`config.mk`:
```
export PLATFORM = sky130hd
export DESIGN_NAME = shot_sequencer
export DESIGN_NICKNAME = d
export VERILOG_FILES = /design/src/rtl/etarget_pkg.sv /design/src/rtl/seq_timer.sv /design/src/rtl/shot_sequencer.sv
export SDC_FILE = /design/constraint.sdc
export NUM_CORES = 1
export LEC_CHECK = 0
export BUFFER_PORTS_ARGS = -buffer_cell sky130_fd_sc_hd__buf_2
export CAP_MARGIN = 20
export CELL_PAD_IN_SITES_DETAIL_PLACEMENT = 1
export CELL_PAD_IN_SITES_GLOBAL_PLACEMENT = 1
export CORE_MARGIN = 4
export CORE_UTILIZATION = 40
export DETAILED_ROUTE_END_ITERATION = 7
export GPL_TIMING_DRIVEN = 1
export PLACE_DENSITY_LB_ADDON = 0.08
export SETUP_SLACK_MARGIN = 0.4
export SYNTH_ARGS = -nofsm -noshare
export SYNTH_HDL_FRONTEND = slang
export SYNTH_SLANG_ARGS = --single-unit
```
`constraint.sdc`:
```
create_clock -name clk8M -period 4.7 [get_ports clk8M]
set_input_delay 0.94 -clock clk8M [delete_from_list [all_inputs] [get_ports clk8M]]
set_output_delay 0.94 -clock clk8M [all_outputs]
set_load 0.02 [all_outputs]
```
`src/rtl/etarget_pkg.sv`:
```
// Shared definitions for the electronic-target shot sequencer: FSM state
// encoding and the run-flag bit positions of the four counters.
package etarget_pkg;

   typedef enum logic [2:0] {
      ST_IDLE    = 3'd0,
      ST_CLEAR   = 3'd1,
      ST_ARMED   = 3'd2,
      ST_CAPTURE = 3'd3,
      ST_DONE    = 3'd4,
      ST_HOLD    = 3'd5
   } seq_state_t;

   localparam int N = 0;
   localparam int E = 1;
   localparam int S = 2;
   localparam int W = 3;

   function automatic logic all_hit(input logic [3:0] mask);
      return mask[N] & mask[E] & mask[S] & mask[W];
   endfunction

endpackage

```
`src/rtl/seq_timer.sv`:
```
// Loadable saturating up-counter with a compare output; shared by the
// capture window and the post-shot hold-off.
module seq_timer #(
   parameter int WIDTH = 16
) (
   input  logic             clk8M,
   input  logic             reset,
   input  logic             load,
   input  logic             en,
   input  logic [WIDTH-1:0] load_value,
   input  logic [WIDTH-1:0] limit,
   output logic             hit
);

   logic [WIDTH-1:0] count_reg;

   always_ff @(posedge clk8M) begin
      if (reset) begin
         count_reg <= '0;
      end else if (load) begin
         count_reg <= load_value;
      end else if (en && (count_reg != {WIDTH{1'b1}})) begin
         count_reg <= count_reg + WIDTH'(1);
      end
   end

   // Magnitude compare so that lowering the limit below the running count
   // mid-phase still ends the phase at once instead of waiting forever.
   assign hit = (count_reg >= limit);

endmodule

```
`src/rtl/shot_sequencer.sv`:
```
// Shot sequencer: clears the four counters, waits for the first hit, captures
// until all four fire or the window expires, then holds off before re-arming.
module shot_sequencer
   import etarget_pkg::*;
#(
   parameter int WIN_W  = 16,
   parameter int HOLD_W = 12
) (
   input  logic              clk8M,
   input  logic              reset,
   input  logic              arm,
   input  logic              disarm,
   input  logic              ack,
   input  logic              auto_rearm,
   input  logic [3:0]        run,
   input  logic [WIN_W-1:0]  window_max,
   input  logic [HOLD_W-1:0] holdoff_max,
   output logic              clear,
   output logic              stop,
   output logic              busy,
   output logic              ready,
   output logic              timeout,
   output logic [3:0]        hit_mask,
   output logic [7:0]        shot_count,
   output logic [2:0]        state
);

   localparam int TMR_W = (WIN_W > HOLD_W) ? WIN_W : HOLD_W;
   localparam logic [TMR_W-1:0] TMR_ZERO = '0;

   seq_state_t       state_reg;
   logic             clear_reg;
   logic             stop_reg;
   logic             busy_reg;
   logic             ready_reg;
   logic             timeout_reg;
   logic [3:0]       hit_mask_reg;
   logic [3:0]       acc_reg;
   logic [3:0]       acc_next;
   logic [7:0]       shot_count_reg;
   logic             tmr_en;
   logic             tmr_load;
   logic             tmr_hit;
   logic [TMR_W-1:0] tmr_limit;

   // The timer sits at zero outside the timed phases, so entering CAPTURE or
   // HOLD always starts the count from zero.
   always_comb begin
      tmr_en    = (state_reg == ST_CAPTURE) || (state_reg == ST_HOLD);
      tmr_load  = !tmr_en;
      tmr_limit = (state_reg == ST_CAPTURE) ? TMR_W'(window_max) : TMR_W'(holdoff_max);
      acc_next  = acc_reg | run;
   end

   seq_timer #(
      .WIDTH(TMR_W)
   ) u_timer (
      .clk8M      (clk8M),
      .reset      (reset),
      .load       (tmr_load),
      .en         (tmr_en),
      .load_value (TMR_ZERO),
      .limit      (tmr_limit),
      .hit        (tmr_hit)
   );

   always_ff @(posedge clk8M) begin
      if (reset) begin
         state_reg      <= ST_IDLE;
         clear_reg      <= 1'b0;
         stop_reg       <= 1'b0;
         busy_reg       <= 1'b0;
         ready_reg      <= 1'b0;
         timeout_reg    <= 1'b0;
         hit_mask_reg   <= '0;
         acc_reg        <= '0;
         shot_count_reg <= '0;
      end else begin
         clear_reg <= 1'b0;
         stop_reg  <= 1'b0;
         if (disarm && (state_reg != ST_IDLE)) begin
            state_reg <= ST_IDLE;
            busy_reg  <= 1'b0;
            ready_reg <= 1'b0;
            stop_reg  <= (state_reg == ST_ARMED) || (state_reg == ST_CAPTURE);
         end else begin
            case (state_reg)
               ST_IDLE: begin
                  if (arm && !disarm) begin
                     state_reg <= ST_CLEAR;
                     clear_reg <= 1'b1;
                     busy_reg  <= 1'b1;
                  end
               end
               ST_CLEAR: begin
                  state_reg <= ST_ARMED;
                  acc_reg   <= '0;
               end
               ST_ARMED: begin
                  if (|run) begin
                     state_reg <= ST_CAPTURE;
                     acc_reg   <= run;
                  end
               end
               ST_CAPTURE: begin
                  acc_reg <= acc_next;
                  // All four counters firing outranks a same-cycle expiry.
                  if (all_hit(acc_next) || tmr_hit) begin
                     state_reg      <= ST_DONE;
                     stop_reg       <= 1'b1;
                     ready_reg      <= 1'b1;
                     hit_mask_reg   <= acc_next;
                     timeout_reg    <= !all_hit(acc_next);
                     shot_count_reg <= shot_count_reg + 8'd1;
                  end
               end
               ST_DONE: begin
                  if (ack) begin
                     state_reg <= ST_HOLD;
                     ready_reg <= 1'b0;
                  end
               end
               ST_HOLD: begin
                  if (tmr_hit) begin
                     if (auto_rearm) begin
                        state_reg <= ST_CLEAR;
                        clear_reg <= 1'b1;
                     end else begin
                        state_reg <= ST_IDLE;
                        busy_reg  <= 1'b0;
                     end
                  end
               end
               default: begin
                  state_reg <= ST_IDLE;
                  busy_reg  <= 1'b0;
                  ready_reg <= 1'b0;
               end
            endcase
         end
      end
   end

   assign clear      = clear_reg;
   assign stop       = stop_reg;
   assign busy       = busy_reg;
   assign ready      = ready_reg;
   assign timeout    = timeout_reg;
   assign hit_mask   = hit_mask_reg;
   assign shot_count = shot_count_reg;
   assign state      = state_reg;

endmodule

```
==> metrics.md, run 1 <==
| Metric | Value |
|---|---|
| Synth Flop Type | `dfxtp_1` |
| Crit path kind | `reg -> reg` |
| Die Wd | `~87 um` |
| Htree depth | `2` |
| Crit path capture type | `flip-flop` |
| Die area | `approximately 0.0076 mm2` |
| IO Port Bufs | `57` |
| # clock sinks | `40` |
| Share of cells above drive strength 1 | `between 20% and 30%` |
| Post-synth cell types | `54` |
| Reg area | `~800 um2` |
| Top post-synthesis cells by area | `dfxtp_1 32%, ha_1 8.9%, nor2_1 5.8%` |
| Critical path startpoint category | `flip-flop` |
| Leak | `1.27 nW` |
| Final Setup Violations | `0` |
| Post-Synthesis Cells | `288` |
| Syn Area/Cell | `around 8.7 um2` |
| Syn nets | `~340` |
| DR vias/cell | `5.42` |
| Global-route wire length before repair | `11000 um` |
| Slew HR | `53.1%` |
| Async S/R FF share, synth | `0%` |
| EDFF count, synth | `0` |
| Drt drc | `0` |
| Initial antenna violation count | `0` |
| Multi-input gate area | `roughly 0.0016 mm2` |
| Overall routed net length | `6610 um` |
| Post-DP Area | `around 0.0028 mm2` |
| Setup TNS | `0 ps` |
| Starting DRT DRC Count | `74` |
| Clock tree buffer depth | `2` |
| Inserted Diodes | `0` |
| Max Clock Skew | `about 12 ps` |
| Period minus WS final | `roughly 3700 ps` |
| Num ports | `58` |
| WL/cell | `approximately 16 um` |
| Cts repair resizes | `0` |
| Number of nets in the layout | `slightly below 400` |
| Critical path data required time | `4910 ps` |
| FMAX | `271 MHz` |
| GRT Total Usage | `18.2%` |
| RSZ-0062 raised after global routing | `no` |
| Max reg flops | `16` |
| Die height | `a little under 90 um` |
| Final Wtd Congestion | `0.778` |
| Post-CTS Repair Setup Buffers | `0` |
| Cts hold-fix bufs | `0` |
| Cell area after layout | `0.00297 mm2` |
| Worst hold path class | `reg -> reg` |
| Clock slew at reported path FFs | `90 ps` |
| Sequential area share after synthesis | `between 30% and 40%` |
| Cell Rows | `28` |
| Filler instances | `approximately 750` |
| Starting Density | `approximately two fifths` |
| Post-synth top cells | `40 x dfxtp_1, 39 x nor2_1, 21 x nand2_1` |
| Hold Slack | `approximately 510 ps` |
| Largest net degree at the start of global routing | `22` |
| Antenna Nets Post-Route | `0` |
| CTS root buf | `clkbuf_8` |
| Post-DP HPWL | `about 5000 um` |
| Yosys top cell area share | `31.8%` |
| Count leader, synth | `dfxtp_1` |
| Status | `complete, no violations` |
| Worst Path Max Fanout | `11` |
| Max-cap violations | `0` |
| WP data arrival | `slightly below 4000 ps` |
| Fin crit share | `78.5%` |
| Max-slew violations | `0` |
| Area growth syn-to-layout | `17.8%` |
| FF+latch count, synth | `40` |
| CTS Buf Count | `5` |
| Pre-antenna DRT Iters | `4` |
| Warning count from the yosys run | `0` |
| Cell Area, Synth | `approximately 0.0025 mm2` |
| Dominant cell type by area after synthesis | `dfxtp_1` |
| VDD IR-drop max | `between 0.0001 and 0.00015 V` |
| Final Hold Vio Count | `0` |
| Tightest Pin Transition | `between 700 and 800 ps` |
| Total gr overflow | `0` |
| Number of global-route vias before repair | `2258` |
| CTS tree | `yes` |
| Vias | `~2300` |
| Power Density | `254 mW/mm2` |
| Core area | `~0.006 mm2` |
| Worst-Skew Late Latency | `between 300 and 400 ps` |
==> cells in the final DEF (no fill, tap or decap), drive strengths merged, types with 4 or more instances in the layout <==
cell / n
buf: 58
dfxtp: 40
nor2: 40
nand2: 22
ha: 18
a21oi: 17
mux2i: 13
nor2b: 11
nand3: 11
nand4: 10
xnor2: 8
mux2: 7
clkbuf: 7
nor3: 6
xor2: 6
o21ai: 6
inv: 5
nand2b: 4
o211ai: 4
o211a: 4
a22oi: 4
a211oi: 4
==> kinds of logic after synthesis <==
family          synth area share, %
buf+inv                        3.78
xor+xnor                       4.87
fa+ha+maj                      8.95
simple gates                   24.5
mux                            9.34
flops                          31.8
compound gates                 16.7
==> power by group <==
group          switching [W]  internal (W)
combinational      0.0000441     0.0000341
sequential        0.00000785      0.000344
clock               0.000137      0.000188
total               0.000189      0.000566
==> layout make-up <==
class | count | area share, %
multi-input combinational | 228 | 54.7
sequential | 40 | 27.0
timing repair buffer | 58 | 9.87
clock buffer | 7 | 3.25
tap | 75 | 3.16
clock inverter | 1 | 1.01
inverter | 8 | 1.01
==> critical path, cell delays in order (launching register included) <==
cell and delay [ps]:
dfxtp_1 540, and2b_2 270, and2_1 400, mux2i_1 270, ha_1 270, and3_4 160, a221o_1 350, a211oi_2 280
and3_1 550, a21boi_4 160, mux2_4 320
==> metrics by stage <==
stage	instances	util, %	power (W)	setup WS, ps
2_1_floorplan	288	-	0.000406	1260
3_3_place_gp	409	47.1	0.000438	1080
6_report	417	49.2	0.000754	1010
3_5_place_dp	409	47.1	0.000438	1010
4_1_cts	417	49.2	0.000759	1000
5_1_grt	417	49.2	0.000781	725
==> per-layer routing <==
layer	up-vias	GRT usage (%)	wire (um)
met2	42	31.0	3180
li1	1146	-	-
met4	0	5.86	66
met5	-	0	0
met3	9	2.55	314
met1	1063	23.4	3050
==> path summary, 6_finish.rpt <==
kind,from,endpoint,slack (ps),depth (start not counted)
worst min register to register,acc_reg[3]$_SDFFE_PP0P_,acc_reg[3]$_SDFFE_PP0P_,510,2
worst min-delay path,acc_reg[3]$_SDFFE_PP0P_,acc_reg[3]$_SDFFE_PP0P_,510,2
worst max-delay path,state[1]$_SDFFE_PP0P_,shot_count[0]$_SDFFE_PP0P_,1010,10
worst max register to register,state[1]$_SDFFE_PP0P_,shot_count[0]$_SDFFE_PP0P_,1010,10
(Power assumes the default switching activity.)
==> inputs of run 2 (changes only) <==
Clock period 4.7 ns to 3.4 ns, I/O delays scaled along.
==> run 2 against run 1 <==
Clock-buffer cell count down 1. Via count up 4.2%. Setup slack got worse by 640 ps. Power rose by 27%. Register-to-register slack got worse by 640 ps.
==> metrics.md, run 2 (synthesis results as in run 1) <==
| Metric | Value |
|---|---|
| Status | `complete, no violations` |
| Vias | `around 2400` |
| Slew HR | `between 50% and 60%` |
| RSZ-0062 raised after global routing | `yes` |
| WP data arrival | `3230 ps` |
| Cell Chain, Critical Path | `and2b_2 -> and2_4 -> mux2i_2 -> ha_1 -> and3_4 -> a221o_1 -> a211oi_2 -> and3_4 -> buf_8 -> a21boi_4 -> mux2_4` |
| Worst-Skew Late Latency | `around 300 ps` |
| IO Port Bufs | `57` |
| Max incr delay on CP | `360 ps` |
| Clock slew at reported path FFs | `90 ps` |
| WL/cell | `roughly 16 um` |
| Max Clock Skew | `around 10 ps` |
| CTS tree | `yes` |
| Worst Path Max Fanout | `6` |
| Worst slack at placement | `~280 ps` |
| CTS root buf | `clkbuf_8` |
| Drt drc | `0` |
| Reg2Reg Setup Slack | `roughly 370 ps` |
| FMAX | `330 MHz` |
| CTS Buf Count | `5` |
| Power Density | `about 300 mW/mm2` |
| Final setup margin | `roughly 370 ps` |
| # clock sinks | `40` |
| Inserted Diodes | `0` |
| Critical path startpoint category | `flip-flop` |
| Leak | `1.34 nW` |
| Tightest Pin Transition | `slightly above 700 ps` |
| Largest net degree at the start of global routing | `22` |
| Clock tree buffer depth | `2` |
| Number of global-route vias before repair | `around 2300` |
| Starting Density | `between 40% and 50%` |
| Core area | `approximately 0.006 mm2` |
| Setup TNS | `0 ps` |
| Fin crit share | `about nine tenths` |
| Antenna Nets Post-Route | `0` |
| Most frequent cells in the layout | `57 x buf_2, 39 x nor2_1, 38 x dfxtp_1` |
| Post-DP HPWL | `4970 um` |
| GRT Total Usage | `18.4%` |
| Initial antenna violation count | `0` |
| Num ports | `58` |
| Htree depth | `2` |
| Max reg flops | `16` |
| VDD IR-drop max | `about 0.00015 V` |
| Most frequent cell on the critical path | `and3_4` |
| Crit path kind | `reg -> reg` |
| Cell Rows | `28` |
| Crit path capture type | `flip-flop` |
| CP max stage cell | `a211oi_2` |
| Number of nets in the layout | `around 410` |
| Starting DRT DRC Count | `50` |
| Final Wtd Congestion | `~0.75` |
| Die height | `between 80 and 90 um` |
| Worst hold path class | `reg -> reg` |
| Total gr overflow | `0` |
| Share of cells above drive strength 1 | `between 30% and 40%` |
| Period minus WS final | `~3000 ps` |
| Die Wd | `about 87 um` |
| Max-cap violations | `0` |
| Critical path data required time | `around 3600 ps` |
| Pre-antenna DRT Iters | `4` |
| Final Hold Vio Count | `0` |
| Global-route wire length before repair | `around 11000 um` |
| Die area | `roughly 0.0076 mm2` |
| DR vias/cell | `between 5 and 6` |
| Overall routed net length | `between 7000 and 8000 um` |
| Final Setup Violations | `0` |
| Most common cell after layout, fill and taps aside | `buf_2` |
| Area growth syn-to-layout | `23.4%` |
| Max-slew violations | `0` |
| Cts hold-fix bufs | `0` |
run 2: cell types whose count changed in the layout (fill, tap and decap cells not counted), sizes merged:
cell,change
clkinvlp,+2
buf,+14
bufinv,-1
and2,+1
clkbuf,-1
run 2: path summary, 6_finish.rpt:
kind                                 from                    endpoint  depth (start not counted)
setup / recovery    state[2]$_SDFFE_PP0P_  shot_count[0]$_SDFFE_PP0P_                         11
hold / removal    acc_reg[0]$_SDFFE_PP0P_     acc_reg[0]$_SDFFE_PP0P_                          2
setup reg to reg    state[2]$_SDFFE_PP0P_  shot_count[0]$_SDFFE_PP0P_                         11
hold reg to reg   acc_reg[0]$_SDFFE_PP0P_     acc_reg[0]$_SDFFE_PP0P_                          2
run 2: worst max-delay path, delay by kind of cell, from the launching register on:
family          cells  cell delay (ps)
buf+inv             1              130
compound gates      3              760
fa+ha+maj           1              270
mux                 2              550
flops               1              330
simple gates        4              890
run 2: report_power, final:
group	leakage [nW]	switching, W	internal, W
clock network	0.0434	0.000184	0.000165
registers	0.324	0.00000616	0.000475
logic	0.969	0.0000716	0.0000584
run 2: timing repair:
item | in CTS | in global routing
buffers inserted | 4 | 6
cloned | 1 | 1
gates resized for setup | 3 | 8
endpoints found under the setup margin | 13 | 13
pin swaps | 0 | 5
run 2: metrics by stage:
step                instance area [um2]  util, %  hold WS [ps]  total power, W  std cells
floorplan                          2550        -           466        0.000564        288
global placement                   2870     47.6           481        0.000606        412
detailed placement                 2870     47.6           494        0.000608        412
CTS                                3020     50.0           515        0.000964        425
global route                       3110     51.6           541         0.00101        432
finish                             3110     51.6           509        0.000960        432
run 2: final cells by class:
cell class,count,area [um2]
multi-input cells,229,1670
clock inverters,2,15.0
well taps,75,93.8
repair buffers,72,405
fillers,753,2920
flip-flops and latches,40,806
inverters,8,30.0
clock buffers,6,82.6
run 2: routing by layer:
layer	wire length [um]	track usage [%]
met5	0	0
met4	92	5.72
met3	287	3.60
met2	3450	29.6
met1	3190	24.6
==> inputs of run 3 (changes only) <==
Settings changed: SETUP_SLACK_MARGIN 0.4 to default.
==> run 3 against run 2 <==
Cell count fell by 2.1%. Setup slack lost 70 ps. Sequential share of layout area rose by 0.82 points. Global-route usage grew 0.069 points. Highest routed layer unchanged. Critical path type unchanged. Fmax decreased by 2.3%. Clock skew up 0.83 ps. Utilization shrank 1.9 points. Non-clock buffer count fell by 8.
==> metrics.md, run 3 (synthesis results as in run 1) <==
| Metric | Value |
|---|---|
| WP data arrival | `3300 ps` |
| Post-DP HPWL | `roughly 5200 um` |
| CP max stage cell | `nor3_1` |
| Cts repair resizes | `0` |
| Starting DRT DRC Count | `106` |
| Cts hold-fix bufs | `0` |
| Share of cells above drive strength 1 | `~27%` |
| Htree depth | `2` |
| Drt drc | `0` |
| CTS root buf | `clkbuf_8` |
| Overall routed net length | `a little under 7000 um` |
| Die Wd | `roughly 87 um` |
| CTS Buf Count | `5` |
| Multi-input gate area | `~0.0016 mm2` |
| Reg2reg start | `state[2]$_SDFFE_PP0P_` |
| CTS tree | `yes` |
| Crit path kind | `reg -> reg` |
| GRT Total Usage | `a little under a fifth` |
| Num ports | `58` |
| Clock slew at reported path FFs | `around 90 ps` |
| # clock sinks | `40` |
| Core area | `around 0.006 mm2` |
| Global-route wire length before repair | `about 11000 um` |
| Worst hold path class | `reg -> reg` |
| Slew HR | `between 50% and 60%` |
| Worst slack at placement | `~190 ps` |
| Final Hold Vio Count | `0` |
| Total gr overflow | `0` |
| FMAX | `~320 MHz` |
| Clock tree buffer depth | `2` |
| Pre-antenna DRT Iters | `4` |
| Leak | `1.29 nW` |
| WL/cell | `about 16 um` |
| Most frequent cell on the critical path | `buf_4` |
| VDD IR-drop max | `roughly 0.00019 V` |
| RSZ-0062 raised after global routing | `no` |
| Status | `complete, no violations` |
| Max Clock Skew | `roughly 11 ps` |
| Final Setup Violations | `0` |
| Die area | `around 0.0076 mm2` |
| Largest net degree at the start of global routing | `22` |
| Min-delay src | `acc_reg[3]$_SDFFE_PP0P_` |
| R2R depth | `12` |
| Tightest Pin Transition | `between 600 and 700 ps` |
| Area growth syn-to-layout | `18.9%` |
| Starting Density | `a little over two fifths` |
| Max-slew violations | `0` |
| Antenna Nets Post-Route | `0` |
| Reg2Reg Setup Slack | `300 ps` |
| Max incr delay on CP | `340 ps` |
| IO Port Bufs | `57` |
| Critical path data required time | `about 3600 ps` |
| Inserted Diodes | `0` |
| Most common cell after layout, fill and taps aside | `buf_2` |
| Sink of the worst hold path | `acc_reg[3]$_SDFFE_PP0P_` |
| Worst Path Max Fanout | `9` |
| Crit path capture type | `flip-flop` |
| Post-CTS Repair Setup Buffers | `0` |
| Final setup margin | `298 ps` |
| Filler instances | `759` |
| Worst-Skew Late Latency | `approximately 300 ps` |
| Final Wtd Congestion | `approximately 0.80` |
| DR vias/cell | `between 5 and 6` |
| Number of nets in the layout | `around 400` |
| Power Density | `334 mW/mm2` |
| Hold Crit Depth | `2` |
| Setup TNS | `0 ps` |
| Vias | `between 2000 and 2500` |
| Number of global-route vias before repair | `2339` |
| Fin crit share | `between 90% and 100%` |
| Most frequent cells in the layout | `57 x buf_2, 40 x dfxtp_1, 39 x nor2_1` |
| Period minus WS final | `around 3100 ps` |
| Max reg flops | `16` |
| Max-cap violations | `0` |
| Reg area | `801 um2` |
| Die height | `between 80 and 90 um` |
| Cell Chain, Critical Path | `and2b_2 -> and2_2 -> buf_4 -> nand2_1 -> ha_1 -> nand4_1 -> nor3_1 -> o2111ai_1 -> and3_1 -> buf_4 -> a21boi_4 -> mux2_4` |
| Cell Rows | `28` |
| Critical path startpoint category | `flip-flop` |
| Worst reg2reg endpoint | `shot_count[0]$_SDFFE_PP0P_` |
| Initial antenna violation count | `0` |
run 3: cell types whose count changed in the layout (fill, tap and decap cells not counted), sizes merged:
cell      previous run  this run
and2                 4         3
clkinv               3         4
bufinv               0         1
clkinvlp             2         0
buf                 72        64
run 3: cell type report:
cell class,instances,area share (%)
Multi-Input combinational cell,228,54.2
Sequential cell,40,26.8
Timing Repair Buffer,64,11.3
Tap cell,75,3.14
Clock buffer,6,2.42
Clock inverter,2,1.17
Inverter,8,1.00
run 3: critical path, delay by kind of cell (launching register included):
family / cells / cell delay, ps
AOI/OAI and AO/OA: 2 / 450
adders and majority gates: 1 / 290
buffers and inverters: 2 / 380
DFF: 1 / 310
muxes: 1 / 320
and+or+nand+nor: 6 / 1240
run 3: per-layer routing:
| metal | vias to the layer above | global-route usage [%] | wire length [um] |
|---|---|---|---|
| li1 | 1154 | - | - |
| met1 | 1116 | 24.0 | 3170 |
| met2 | 40 | 30.4 | 3290 |
| met3 | 7 | 3.69 | 284 |
| met4 | 0 | 5.86 | 75 |
| met5 | - | 0 | 0 |
run 3: where the power goes:
part | leakage, nW | total (W) | internal (W) | switching (W)
Clock | 0.0552 | 0.000399 | 0.000218 | 0.000181
Combinational | 0.910 | 0.000120 | 0.0000508 | 0.0000697
Sequential | 0.323 | 0.000479 | 0.000475 | 0.00000383
run 3: stage by stage:
step | instances | hold WS, ps | power (W) | utilization, % | area (um2)
global placement | 415 | 484 | 0.000609 | 47.9 | 2880
detailed placement | 415 | 491 | 0.000611 | 47.9 | 2880
global route | 423 | 546 | 0.00104 | 49.7 | 2990
finish | 423 | 509 | 0.000999 | 49.7 | 2990
floorplan | 288 | 466 | 0.000561 | - | 2520
CTS | 423 | 512 | 0.00101 | 49.6 | 2990
run 3: worst max-delay path by stage:
stage / end / from / cells past startpoint
after floorplan: shot_count[0]$_SDFFE_PP0P_ / state[1]$_SDFFE_PP0P_ / 14
after global placement: shot_count[0]$_SDFFE_PP0P_ / state[2]$_SDFFE_PP0P_ / 12
after detailed placement: shot_count[0]$_SDFFE_PP0P_ / state[2]$_SDFFE_PP0P_ / 12
after CTS: shot_count[0]$_SDFFE_PP0P_ / state[2]$_SDFFE_PP0P_ / 12
after global routing: shot_count[0]$_SDFFE_PP0P_ / state[2]$_SDFFE_PP0P_ / 12
final: shot_count[0]$_SDFFE_PP0P_ / state[2]$_SDFFE_PP0P_ / 12
